### config.mk
export PLATFORM = sky130hd
export DESIGN_NAME = mau_resp
export DESIGN_NICKNAME = d
export VERILOG_FILES = /design/src/rtl/mau_pkg.sv /design/src/rtl/mau_line_asm.sv /design/src/rtl/mau_resp.sv
export SDC_FILE = /design/constraint.sdc
export NUM_CORES = 1
export LEC_CHECK = 0
export CAP_MARGIN = 20
export CELL_PAD_IN_SITES_DETAIL_PLACEMENT = 0
export CELL_PAD_IN_SITES_GLOBAL_PLACEMENT = 2
export CORE_MARGIN = 2
export CORE_UTILIZATION = 30
export DETAILED_ROUTE_END_ITERATION = 12
export PLACE_DENSITY = 0.75
export SLEW_MARGIN = 20
export SYNTH_ARGS = -nofsm -noshare
export SYNTH_HDL_FRONTEND = slang
export SYNTH_HIERARCHICAL = 1
export SYNTH_SLANG_ARGS = --single-unit
### constraint.sdc
create_clock -name clk -period 4.15 [get_ports clk]
set_clock_uncertainty 0.2 [all_clocks]
set_input_delay 0.83 -clock clk [delete_from_list [all_inputs] [get_ports clk]]
set_output_delay 0.83 -clock clk [all_outputs]
set_load 0.02 [all_outputs]
### src/rtl/mau_pkg.sv
// mau_pkg: FSM state encoding and beat-count helpers shared by mau_resp and mau_line_asm.
package mau_pkg;

  typedef enum logic [2:0] {
    S_IDLE,
    S_WR,
    S_RDNC,
    S_FILL,
    S_ACK
  } mau_state_e;

  // Number of 32-bit memory beats in one cache line.
  function automatic int mau_beats(input int line_w);
    return line_w / 32;
  endfunction

  // Width of a beat counter for one cache line.
  function automatic int mau_beat_cw(input int line_w);
    return $clog2(line_w / 32);
  endfunction

endpackage

### src/rtl/mau_line_asm.sv
// mau_line_asm: assembles the fill line (or places the NC read word at the top
// of the line) from in-order memory responses. The line register is cleared at
// request capture so NC reads return zeros in the unused bits.
module mau_line_asm
  import mau_pkg::*;
#(
  parameter int LINE_W = 256
) (
  input  logic              clk,
  input  logic              rst_n,
  input  logic              clr,
  input  logic              rsp_acc,
  input  logic              nc,
  input  logic [31:0]       rsp_data,
  output logic              last,
  output logic [LINE_W-1:0] line
);

  localparam int NB = mau_beats(LINE_W);
  localparam int CW = mau_beat_cw(LINE_W);
  localparam logic [CW-1:0] LAST_BEAT = CW'(NB - 1);

  logic [CW-1:0] rsp_cnt;

  assign last = (rsp_cnt == LAST_BEAT);

  // Response counter and line register; fill words land in ascending order.
  always_ff @(posedge clk or negedge rst_n) begin
    if (!rst_n) begin
      rsp_cnt <= '0;
      line    <= '0;
    end else if (clr) begin
      rsp_cnt <= '0;
      line    <= '0;
    end else if (rsp_acc) begin
      if (nc) begin
        line[LINE_W-1 -: 32] <= rsp_data;
      end else begin
        line[{rsp_cnt, 5'b0} +: 32] <= rsp_data;
        rsp_cnt <= last ? '0 : rsp_cnt + CW'(1);
      end
    end
  end

endmodule

### src/rtl/mau_resp.sv
// mau_resp: memory access unit response path. Takes one cache-side request at a
// time (write, non-cacheable read, or line fill), runs it against a 32-bit
// memory port, and returns a single-cycle ack with the result.
// Optional: define MAU_RESP_POSTED_WR_EN to post writes into a one-entry buffer
// that drains in the background; reads wait behind a full buffer.
module mau_resp
  import mau_pkg::*;
#(
  parameter int LINE_W = 256,
  parameter int ADDR_W = 32
) (
  input  logic              clk,
  input  logic              rst_n,
  input  logic              mau_req_val,
  input  logic              mau_req_nc,
  input  logic              mau_req_we,
  input  logic [ADDR_W-1:0] mau_req_addr,
  input  logic [31:0]       mau_req_wdata,
  input  logic [3:0]        mau_req_be,
  output logic              mau_req_ack,
  output logic              mau_ack_nc,
  output logic              mau_ack_we,
  output logic [LINE_W-1:0] mau_ack_data,
  output logic              mem_req_val,
  output logic              mem_req_we,
  output logic [ADDR_W-1:0] mem_req_addr,
  output logic [31:0]       mem_req_wdata,
  output logic [3:0]        mem_req_be,
  input  logic              mem_req_ready,
  input  logic              mem_rsp_val,
  input  logic [31:0]       mem_rsp_data
);

  localparam int NB = mau_beats(LINE_W);
  localparam int CW = mau_beat_cw(LINE_W);
  localparam int OB = $clog2(LINE_W / 8);
  localparam logic [CW-1:0] LAST_BEAT = CW'(NB - 1);

  typedef struct packed {
    logic              nc;
    logic              we;
    logic [ADDR_W-1:0] addr;
    logic [31:0]       wdata;
    logic [3:0]        be;
  } mau_req_t;

  mau_state_e state, nxt;
  mau_req_t   cap;

  logic [CW-1:0] iss_cnt;
  logic          iss_done;
  logic [CW:0]   outst;
  logic          capture, rd_val, rd_fire, wr_fire, wr_go, rsp_acc, last;
  logic          wr_val;
  logic [ADDR_W-1:0] wr_addr, rd_addr, line_base;
  logic [31:0]   wr_data;
  logic [3:0]    wr_be;

  assign capture   = (state == S_IDLE) && mau_req_val;
  assign rd_val    = ((state == S_RDNC) || (state == S_FILL)) && !iss_done;
  assign line_base = {cap.addr[ADDR_W-1:OB], {OB{1'b0}}};
  assign rd_addr   = (state == S_RDNC) ? cap.addr
                                       : line_base + ADDR_W'({iss_cnt, 2'b00});
  // Responses only count while a read is in flight; strays are dropped.
  assign rsp_acc   = mem_rsp_val && (outst != '0);

`ifdef MAU_RESP_POSTED_WR_EN
  logic              wb_val;
  logic [ADDR_W-1:0] wb_addr;
  logic [31:0]       wb_data;
  logic [3:0]        wb_be;

  assign wr_val  = wb_val;
  assign wr_addr = wb_addr;
  assign wr_data = wb_data;
  assign wr_be   = wb_be;
  assign wr_go   = !wb_val;

  // One-entry posted write buffer; loads from WR once empty, drains on accept.
  always_ff @(posedge clk or negedge rst_n) begin
    if (!rst_n) begin
      wb_val  <= 1'b0;
      wb_addr <= '0;
      wb_data <= '0;
      wb_be   <= '0;
    end else begin
      if (wr_fire) wb_val <= 1'b0;
      if ((state == S_WR) && !wb_val) begin
        wb_val  <= 1'b1;
        wb_addr <= cap.addr;
        wb_data <= cap.wdata;
        wb_be   <= cap.be;
      end
    end
  end
`else
  assign wr_val  = (state == S_WR);
  assign wr_addr = cap.addr;
  assign wr_data = cap.wdata;
  assign wr_be   = cap.be;
  assign wr_go   = wr_fire;
`endif

  // Pending write owns the port so memory sees requests in capture order.
  assign mem_req_val   = wr_val || rd_val;
  assign mem_req_we    = wr_val;
  assign mem_req_addr  = wr_val ? wr_addr : rd_addr;
  assign mem_req_wdata = wr_data;
  assign mem_req_be    = wr_val ? wr_be : 4'hF;
  assign wr_fire       = wr_val && mem_req_ready;
  assign rd_fire       = rd_val && !wr_val && mem_req_ready;

  assign mau_req_ack = (state == S_ACK);
  assign mau_ack_nc  = cap.nc;
  assign mau_ack_we  = cap.we;

  // State and captured-request registers.
  always_ff @(posedge clk or negedge rst_n) begin
    if (!rst_n) begin
      state <= S_IDLE;
      cap   <= '0;
    end else begin
      state <= nxt;
      if (capture) cap <= '{nc: mau_req_nc, we: mau_req_we, addr: mau_req_addr,
                             wdata: mau_req_wdata, be: mau_req_be};
    end
  end

  // Next-state: fill leaves on the last response, NC read on its only one.
  always_comb begin
    nxt = state;
    case (state)
      S_IDLE: if (mau_req_val) nxt = mau_req_we ? S_WR : (mau_req_nc ? S_RDNC : S_FILL);
      S_WR:   if (wr_go) nxt = S_ACK;
      S_RDNC: if (rsp_acc) nxt = S_ACK;
      S_FILL: if (rsp_acc && last) nxt = S_ACK;
      S_ACK:  nxt = S_IDLE;
      default: nxt = S_IDLE;
    endcase
  end

  // Issue counter runs ahead of responses; outst tracks reads in flight.
  always_ff @(posedge clk or negedge rst_n) begin
    if (!rst_n) begin
      iss_cnt  <= '0;
      iss_done <= 1'b0;
      outst    <= '0;
    end else begin
      if (state == S_IDLE) begin
        iss_cnt  <= '0;
        iss_done <= 1'b0;
      end else if (rd_fire) begin
        if ((state == S_RDNC) || (iss_cnt == LAST_BEAT)) begin
          iss_cnt  <= '0;
          iss_done <= 1'b1;
        end else begin
          iss_cnt <= iss_cnt + CW'(1);
        end
      end
      case ({rd_fire, rsp_acc})
        2'b10:   outst <= outst + (CW+1)'(1);
        2'b01:   outst <= outst - (CW+1)'(1);
        default: outst <= outst;
      endcase
    end
  end

  mau_line_asm #(.LINE_W(LINE_W)) u_asm (
    .clk      (clk),
    .rst_n    (rst_n),
    .clr      (capture),
    .rsp_acc  (rsp_acc),
    .nc       (cap.nc),
    .rsp_data (mem_rsp_data),
    .last     (last),
    .line     (mau_ack_data)
  );

  // A response with nothing outstanding is a protocol error upstream.
  stray_rsp_a: assert property (@(posedge clk) disable iff (!rst_n)
                                !(mem_rsp_val && (outst == '0)))
    else $error("mau_resp: memory response with no read outstanding");

endmodule

==> run_results.csv, run 1 <==
group,metric,value,unit
floorplan,rows,80,
layout,nNetsFinal,1556,
cts,clk_pin_slew,0.06,ns
synth,syn-num-nets,1193,
critical_path,rrSetupSlack,0.84,ns
timing,final.setup.tns,0,ns
synth,syn_inst,1073,
power_and_ir_drop,pwr-share-clk,0.265,
synth,synth_area,14630,µm²
outcome,status,"complete, no violations",
cts,cts-root-buf,"clkbuf_16",
routing,wl_per_cell,24.89,µm
critical_path,reg2reg_depth,7,
grt,grt_pass1_vias,10966,
synth,synth.top_cell.area_share,0.5814,
timing,fin_crit_sh,0.8639,
synth,ys_warn_count,6,
grt,antenna_found_initial,0,
synth,synth_area_leader_cell,"dfrtp_1",
layout,fillers,4469,
grt,use_met2,0.3177,
synth,avgSynthCellArea,13.64,µm²
floorplan,ios,436,
timing,slew_headroom,0.3146,
cts,tritoncts,"yes",
placement,gp_congestion,0.7762,
cts,hold_buffers,0,
routing,vias_per_cell,5.040,
placement,hpwl,35160,µm
layout,area_growth,40.92,%
job,max_cap_viol_count,0,
power_and_ir_drop,vdd_ir_drop_max,271.3,µV
cts,numClockSinks,340,
routing,first_pass_iters,5,
timing,worstMarginPinSlew,1.025,ns
synth,ys.flop_type,"dfrtp_1",
floorplan,die_w,224.9,µm
synth,synth_cell_type_count,60,
synth,synth-edff-count,0,
synth,synthSimpleGateAreaFrac,0.05523,
critical_path,startpoint_type,"flip-flop",
critical_path,crit_path_end_kind,"output port",
routing,wirelength,51740,µm
floorplan,coreArea,47950,µm²
critical_path,reg2reg_to,"u_asm/line[28]",
timing,maxSlewViolCount,0,
cts,cts_made_buffers,40,
cts,cts_buffer_depth,3,
synth,synth-seq-cells,340,
power_and_ir_drop,combPwrFrac,0.402,
layout,drive_above_1_share,0.1359,
synth,synth_mux_area_frac,0.1055,
routing,vias,10478,
layout,postLayoutCoreUtil,0.4301,
floorplan,die_h,224.9,µm
timing,finalSetupViolations,0,
timing,min_period,3.585,ns
critical_path,worstPathArrival,2.56,ns
power_and_ir_drop,total_leakage_power,0.008782,µW
power_and_ir_drop,p_per_area,652.8,nW/µm²
worst_hold_path,hold_path.class,"primary input to asynchronous set/reset pin",
synth,synth_top_family_by_area,"compound AO/OA/AOI/OAI gates",
power_and_ir_drop,switching_power,4895,µW
placement,portBuffers,435,
floorplan,start_util,0.3052,
routing,drt_iter0_drc,615,
power_and_ir_drop,seq_power_share,0.333,
critical_path,critPathMaxFanout,12,
timing,fmax,278.9,MHz
grt,grt_max_degree,102,
synth,synthTopCellsByArea,"dfrtp_1 (58%), a22o_1 (9.3%), mux2_4 (7.1%)",
grt,grt_first_pass_wirelength,75730,µm
critical_path,critical_path_class,"flip-flop to output port",
power_and_ir_drop,netSwitchingFraction,0.3636,
timing,final-hold-violation-count,0,
synth,synthArstFlopShare,1.000,
routing,drtAntennaViolNets,0,
cts,cts_resized,0,
grt,grtUsageTotal,0.2002,
synth,yosysSeqAreaShare,0.5814,
layout,num_antenna_cells,0,
grt,use_met1,0.2628,
power_and_ir_drop,intPower,8567,µW
routing,drc_errors,0,
synth,synth-xor-area-share,0.004189,
cts,h-tree-depth,2,
timing,rsz0062_at_grt,"false",
cts,postCtsSetupRepairBufs,0,
synth,synth_compound_area_frac,0.1707,
synth,synth-adder-area-share,0.01111,
critical_path,required,3.12,ns
cts,clk_latency,0.57,ns
grt,grtUsageMet3,0.06297,
grt,grt-ovfl-total,0,
floorplan,die_area,50560,µm²
critical_path,worstReg2RegStart,"u_asm/rsp_cnt[0]",
grt,grt_busiest_layer,"met2",
==> cell families (layout without fill, tap and decap cells) <==
group | after synthesis | count (layout)
compound gates | 278 | 278
mux | 119 | 119
flops | 340 | 340
buf+inv | 181 | 572
simple gates | 135 | 135
fa+ha+maj | 13 | 13
xor+xnor | 7 | 7
==> stage by stage <==
step / total power (µW) / cell area [µm²] / setup slack (ns) / std cells / hold slack (ns)
2_1_floorplan: 7867 / 14630 / 1.430 / 1073 / 0.2665
3_3_place_gp: 9900 / 19260 / 0.4891 / 2008 / 0.2793
3_5_place_dp: 9959 / 19260 / 0.4455 / 2008 / 0.2804
4_1_cts: 13610 / 20590 / 0.5177 / 2078 / 0.1503
5_1_grt: 14080 / 20620 / 0.4419 / 2079 / 0.1796
6_report: 13460 / 20620 / 0.5650 / 2079 / 0.1127
==> worst max-delay path by stage <==
stage	startpoint	end	slack, ns
after global routing	state[0]	mem_req_addr[2]	0.44
after global placement	mem_rsp_val	u_asm/line[212]	0.49
after floorplan	mau_req_val	u_asm/line[153]	1.43
final	state[0]	mem_req_addr[2]	0.56
after detailed placement	mem_rsp_val	u_asm/line[216]	0.45
after CTS	state[0]	mem_req_addr[2]	0.52
==> cells in the mapped netlist, types with 4 or more instances <==
library cell and instances:
and2_1 4, dfrtp_1 340, buf_4 35, ha_1 13, buf_12 7, nand2b_1 47, inv_1 37, buf_1 24
buf_2 35, a21oi_1 5, a32o_1 27, buf_6 11, xnor2_1 4, nor2b_1 7, clkbuf_1 31, nand2_1 42
a31o_1 32, mux2_2 6, nor2_1 10, a311oi_1 32, a22o_1 156, o21ai_0 4, mux2_4 69, mux2i_1 44
==> layout by cell type, fill, tap and decap left out, types with 10 or more instances in the layout <==
cell type and count:
mux2_4 69, nand2b_1 47, a31o_1 32, nand2_1 42
buf_4 17, clkbuf_16 40, a22o_1 156, a311oi_1 32
dfrtp_1 340, inv_1 37, mux2i_1 44, clkbuf_8 12
ha_1 13, clkdlybuf4s50_1 434, buf_12 11, nor2_1 10
a32o_1 27
==> sequential cells by signal, summed over array words and instances, names as in the netlist, 3 cells and up <==
signal,cells
u_asm/line,256
mem_req_wdata,32
wr_addr,32
outst,4
wr_be,4
iss_cnt,3
state,3
u_asm/rsp_cnt,3
==> final cells by class <==
type / instances / area (µm²) / share of cell area
Timing Repair Buffer: 464 / 4735 / 0.2296
Inverter: 38 / 142.6 / 0.006917
Clock inverter: 13 / 152.6 / 0.007402
Multi-Input combinational cell: 552 / 5130 / 0.2488
Sequential cell: 340 / 8508 / 0.4126
Tap cell: 615 / 769.5 / 0.03731
Clock buffer: 57 / 1185 / 0.05746
==> power groups by stage <==
stage          Sequential [µW]  Combinational, µW  Clock, µW
6_report                  4490               5410       3560
4_1_cts                   4490               5450       3670
3_3_place_gp              4520               5380          0
3_5_place_dp              4540               5420          0
5_1_grt                   4580               5720       3790
2_1_floorplan             4930               2930          0
==> routing by layer <==
layer | share of wire | vias to the layer above
met5 | 0 | -
met4 | 0.023 | 0
met3 | 0.077 | 69
met2 | 0.46 | 366
met1 | 0.44 | 5428
li1 | - | 4615
==> worst max-delay path: stages (launching register included) <==
cell and delay, ns:
dfrtp_1 0.68, xnor2_1 0.14, nor2_2 0.22, mux2_2 0.37
clkdlybuf4s50_1 0.60
(Power assumes the default switching activity.)
==> run 2: changes to the inputs <==
==> constraint.sdc (replaced) <==
create_clock -name clk -period 4.15 [get_ports clk]
set_clock_uncertainty 0.2 [all_clocks]
set_input_delay 0.6225 -clock clk [delete_from_list [all_inputs] [get_ports clk]]
set_output_delay 0.6225 -clock clk [all_outputs]
set_load 0.02 [all_outputs]
==> run 2 against run 1 <==
Total power grew 0.52%; critical endpoint unchanged; first-iteration DRC count shrank 15%; critical path depth is the same; count of clock-buffer cells in the layout shrank 1; maximum frequency grew 6.8%; worst hold slack gained 0.18 ns.
==> run_results.csv, run 2 (synthesis results as in run 1) <==
group,metric,value,unit
layout,drive_above_1_share,0.1356,
layout,largest_register_ffs,256,
floorplan,start_util,0.3052,
cts,clk_latency,0.55,ns
job,max_cap_viol_count,0,
timing,slew_headroom,0.3301,
grt,antenna_found_initial,0,
layout,fin_cells,2083,
layout,largest-register,"u_asm/line",
power_and_ir_drop,vdd_ir_drop_max,343.9,µV
placement,hpwl,35100,µm
routing,drc_errors,0,
timing,fmax,297.8,MHz
cts,tritoncts,"yes",
worst_hold_path,worstHoldStart,"u_asm/line[206]",
routing,wl_per_cell,24.72,µm
routing,wirelength,51500,µm
floorplan,die_w,224.9,µm
timing,final-hold-violation-count,0,
power_and_ir_drop,total_leakage_power,0.008770,µW
placement,placedCellCount,2008,
timing,min_period,3.358,ns
critical_path,worstPathArrival,2.54,ns
cts,postCtsSetupRepairBufs,0,
cts,cts-root-buf,"clkbuf_16",
layout,area_growth,40.94,%
timing,fin_crit_sh,0.8092,
cts,clk_pin_slew,0.06,ns
grt,grt_max_degree,114,
critical_path,startpoint_type,"flip-flop",
layout,multi_input_area,5130,µm²
cts,h-tree-depth,2,
grt,grtUsageTotal,0.2008,
critical_path,required,3.33,ns
layout,final_common_cell,"clkdlybuf4s50_1",
grt,grt_first_pass_wirelength,75560,µm
cts,numClockSinks,340,
floorplan,rows,80,
cts,cts_buffer_depth,3,
layout,nNetsFinal,1557,
critical_path,worstReg2RegStart,"u_asm/rsp_cnt[0]",
routing,vias,10484,
placement,gp_congestion,0.7661,
timing,finalSetupViolations,0,
placement,pre_cts_slack,0.6693,ns
timing,rsz0062_at_grt,"false",
routing,drtAntennaViolNets,0,
worst_hold_path,hold_path.class,"flip-flop to flip-flop",
placement,portBuffers,435,
critical_path,slowest_delay,0.66,ns
grt,grt_pass1_vias,11006,
outcome,status,"complete, no violations",
floorplan,coreArea,47950,µm²
routing,first_pass_iters,4,
cts,cts_made_buffers,41,
layout,postLayoutCoreUtil,0.4302,
critical_path,critPathMaxFanout,12,
critical_path,crit_path_start,"state[0]",
timing,setup_slack,0.7918,ns
layout,most-common-layout-cells,"clkdlybuf4s50_1 (434), dfrtp_1 (340), a22o_1 (156)",
floorplan,die_area,50560,µm²
timing,hold_slack,0.2912,ns
layout,num_antenna_cells,0,
cts,cts_resized,0,
layout,fillers,4492,
routing,drt_iter0_drc,524,
grt,grt-ovfl-total,0,
critical_path,cp_slowest_cell,"dfrtp_1",
floorplan,ios,436,
timing,worstMarginPinSlew,1.002,ns
critical_path,path_cells,"xnor2_1 > nor2_2 > mux2_2 > clkdlybuf4s50_1",
critical_path,crit_path_end_kind,"output port",
power_and_ir_drop,p_per_area,656.1,nW/µm²
timing,final.setup.tns,0,ns
cts,hold_buffers,1,
critical_path,critical_path_class,"flip-flop to output port",
layout,seq_area,8508,µm²
timing,maxSlewViolCount,0,
floorplan,die_h,224.9,µm
routing,vias_per_cell,5.033,
## run 2: cell count changes in the layout (fill, tap and decap cells not counted)
cell,change
inv_6,+1
clkbuf_16,+3
buf_16,-1
clkinv_8,-3
buf_12,-4
clkinvlp_4,+4
dlygate4sd3_1,+1
clkbuf_8,-7
buf_4,+4
clkbuf_1,+3
bufinv_16,+3
## run 2: routing by layer
layer  global-route usage  wire [µm]  up-vias
met5                    0          0        -
met4              0.05896       1233        0
met3              0.07368       4767       68
met2               0.3203      23770      413
met1               0.2547      21730     5373
li1                     -          -     4630
## run 2: final cells by class
type	count	area share
flip-flops and latches	340	0.4125
multi-input cells	552	0.2487
repair buffers	464	0.2263
clock buffers	56	0.05696
well taps	615	0.03731
clock inverters	18	0.01128
inverters	38	0.006916
## run 2: per-stage QoR
step / total power [µW] / instance area [µm²]
5_1_grt: 14190 / 20620
2_1_floorplan: 7867 / 14630
6_report: 13530 / 20620
3_3_place_gp: 9839 / 19210
4_1_cts: 13730 / 20620
3_5_place_dp: 9891 / 19210
## run 2: worst max-delay path: cells and delay by family (launching register included)
family,cells,cell delay (ns)
and+or+nand+nor,1,0.23
buffers and inverters,1,0.60
muxes,1,0.36
DFF,1,0.66
xor gates and xnor gates,1,0.14
## run 2: final timing paths
check                                  endpoint  slack, ns  cells past startpoint
worst min-delay path            u_asm/line[206]       0.29                      1
worst max register to register  u_asm/line[104]       0.81                      7
max in group asynchronous        u_asm/line[31]       2.09                      3
min in group asynchronous           wr_addr[14]       0.51                      2
worst max-delay path            mem_req_addr[2]       0.79                      4
worst min register to register  u_asm/line[206]       0.29                      1
## run 2: where the power goes
part           switching, µW  internal (µW)  leakage, µW
Clock                   1430           2300     0.000683
Combinational           2920           2410      0.00354
Sequential               483           3990      0.00455
Total                   4840           8700      0.00877
==> run 3: changes to the inputs <==
==> constraint.sdc (replaced) <==
create_clock -name clk -period 3.5 [get_ports clk]
set_clock_uncertainty 0.2 [all_clocks]
set_input_delay 0.525 -clock clk [delete_from_list [all_inputs] [get_ports clk]]
set_output_delay 0.525 -clock clk [all_outputs]
set_load 0.02 [all_outputs]
==> run 3 against run 2 <==
Total power increased by 17%; worst setup slack got worse by 0.58 ns; via count about the same; count of clock-buffer cells in the layout increased by 5; sequential power increased by 19%; global-route usage increased by 0.21 points; critical path depth unchanged; register-to-register slack got worse by 0.25 ns; routed wire length increased by 0.65%; critical endpoint unchanged; largest power group unchanged.
==> run_results.csv, run 3 (synthesis results as in run 1) <==
group,metric,value,unit
critical_path,required,2.77,ns
timing,fmax,304.3,MHz
cts,clk_latency,0.55,ns
power_and_ir_drop,total_leakage_power,0.008798,µW
power_and_ir_drop,vdd_ir_drop_max,340.0,µV
critical_path,critical_path_class,"flip-flop to output port",
grt,grt_max_degree,78,
critical_path,path_cells,"xnor2_1 > nor2_2 > mux2_2 > clkdlybuf4s50_1",
timing,min_period,3.286,ns
layout,nNetsFinal,1569,
power_and_ir_drop,switching_power,5713,µW
outcome,status,"complete, no violations",
grt,antenna_found_initial,0,
grt,grt-ovfl-total,0,
worst_hold_path,hold_path.class,"flip-flop to flip-flop",
routing,drt_iter0_drc,651,
floorplan,rows,80,
critical_path,crit_family,"flip-flops",
critical_path,rrSetupSlack,0.56,ns
critical_path,slowest_delay,0.67,ns
cts,cts_resized,0,
routing,vias,10476,
layout,largest-register,"u_asm/line",
cts,tritoncts,"yes",
cts,clk_pin_slew,0.06,ns
grt,grt_first_pass_wirelength,76210,µm
routing,wl_per_cell,24.81,µm
placement,hpwl,35420,µm
floorplan,die_h,224.9,µm
timing,rsz0062_at_grt,"false",
timing,hold_slack,0.2887,ns
timing,fin_crit_sh,0.9389,
timing,slew_headroom,0.5084,
layout,area_growth,41.05,%
critical_path,startpoint_type,"flip-flop",
grt,grt_pass1_vias,11058,
placement,portBuffers,435,
routing,vias_per_cell,5.015,
cts,cts_made_buffers,41,
layout,most-common-layout-cells,"clkdlybuf4s50_1 (434), dfrtp_1 (340), a22o_1 (156)",
power_and_ir_drop,netSwitchingFraction,0.3623,
cts,cts_buffer_depth,3,
floorplan,start_util,0.3052,
layout,num_antenna_cells,0,
power_and_ir_drop,pwr-share-clk,0.256,
power_and_ir_drop,seq_power_share,0.337,
cts,numClockSinks,340,
routing,first_pass_iters,5,
routing,drc_errors,0,
timing,final.setup.tns,0,ns
critical_path,crit_path_end_kind,"output port",
critical_path,path_buf_inv,1,
power_and_ir_drop,intPower,10050,µW
floorplan,coreArea,47950,µm²
routing,drtAntennaViolNets,0,
layout,largest_register_ffs,256,
timing,finalSetupViolations,0,
job,max_cap_viol_count,0,
floorplan,die_w,224.9,µm
timing,maxSlewViolCount,0,
layout,final_common_cell,"clkdlybuf4s50_1",
placement,gp_congestion,0.7709,
power_and_ir_drop,combPwrFrac,0.408,
floorplan,die_area,50560,µm²
routing,wirelength,51840,µm
critical_path,critPathMaxFanout,12,
cts,cts-root-buf,"clkbuf_16",
critical_path,cp_slowest_cell,"dfrtp_1",
layout,drive_above_1_share,0.1370,
floorplan,ios,436,
power_and_ir_drop,p_per_area,763.8,nW/µm²
timing,final-hold-violation-count,0,
timing,worstMarginPinSlew,0.7344,ns
critical_path,worstPathArrival,2.56,ns
grt,grtUsageTotal,0.2029,
cts,h-tree-depth,2,
==> run 3: cell type report <==
type | count | area [µm²]
well taps | 615 | 769.5
clock inverters | 7 | 45.04
flip-flops and latches | 340 | 8508
repair buffers | 476 | 4832
clock buffers | 61 | 1214
inverters | 38 | 142.6
fillers | 4422 | 27300
multi-input cells | 552 | 5130
==> run 3: path summary, 6_finish.rpt <==
check	start	endpoint	depth (start not counted)
min in group asynchronous	rst_n	wr_addr[15]	2
min	u_asm/line[206]	u_asm/line[206]	1
max in group asynchronous	rst_n	u_asm/line[72]	3
min reg2reg	u_asm/line[206]	u_asm/line[206]	1
max	state[0]	mem_req_addr[2]	4
max reg2reg	u_asm/rsp_cnt[1]	u_asm/line[146]	7
==> run 3: power by group through the flow <==
stage          clock network, µW  registers (µW)  logic (µW)
2_1_floorplan                  0            5850        3480
3_3_place_gp                   0            5340        6430
3_5_place_dp                   0            5360        6460
4_1_cts                     4170            5310        6490
5_1_grt                     4350            5410        6810
6_report                    4030            5310        6430
==> run 3: metrics by stage <==
step           worst slack (ns)  area, µm²    util  instances  power [µW]
6_report                 0.2137      20640  0.4305       2089       15770
5_1_grt                 0.08705      20640  0.4305       2089       16560
4_1_cts                  0.1711      20640  0.4305       2089       15970
3_5_place_dp             0.4482      19370  0.4040       2020       11820
3_3_place_gp             0.5036      19370  0.4040       2020       11770
2_1_floorplan             1.003      14630       -       1073        9329
==> run 3: per-layer routing <==
layer	GRT usage	share of wire	up-vias
met5	0	0	-
met4	0.04401	0.017	0
met3	0.07681	0.090	63
met2	0.3199	0.46	388
met1	0.2650	0.43	5393
li1	-	-	4632
==> run 3: repair_timing <==
action | in CTS | in global routing
endpoints found under the setup margin | 0 | 0
hold buffers | 1 | 0
endpoints found under the hold margin | 62 | 0
setup buffers | 0 | 0
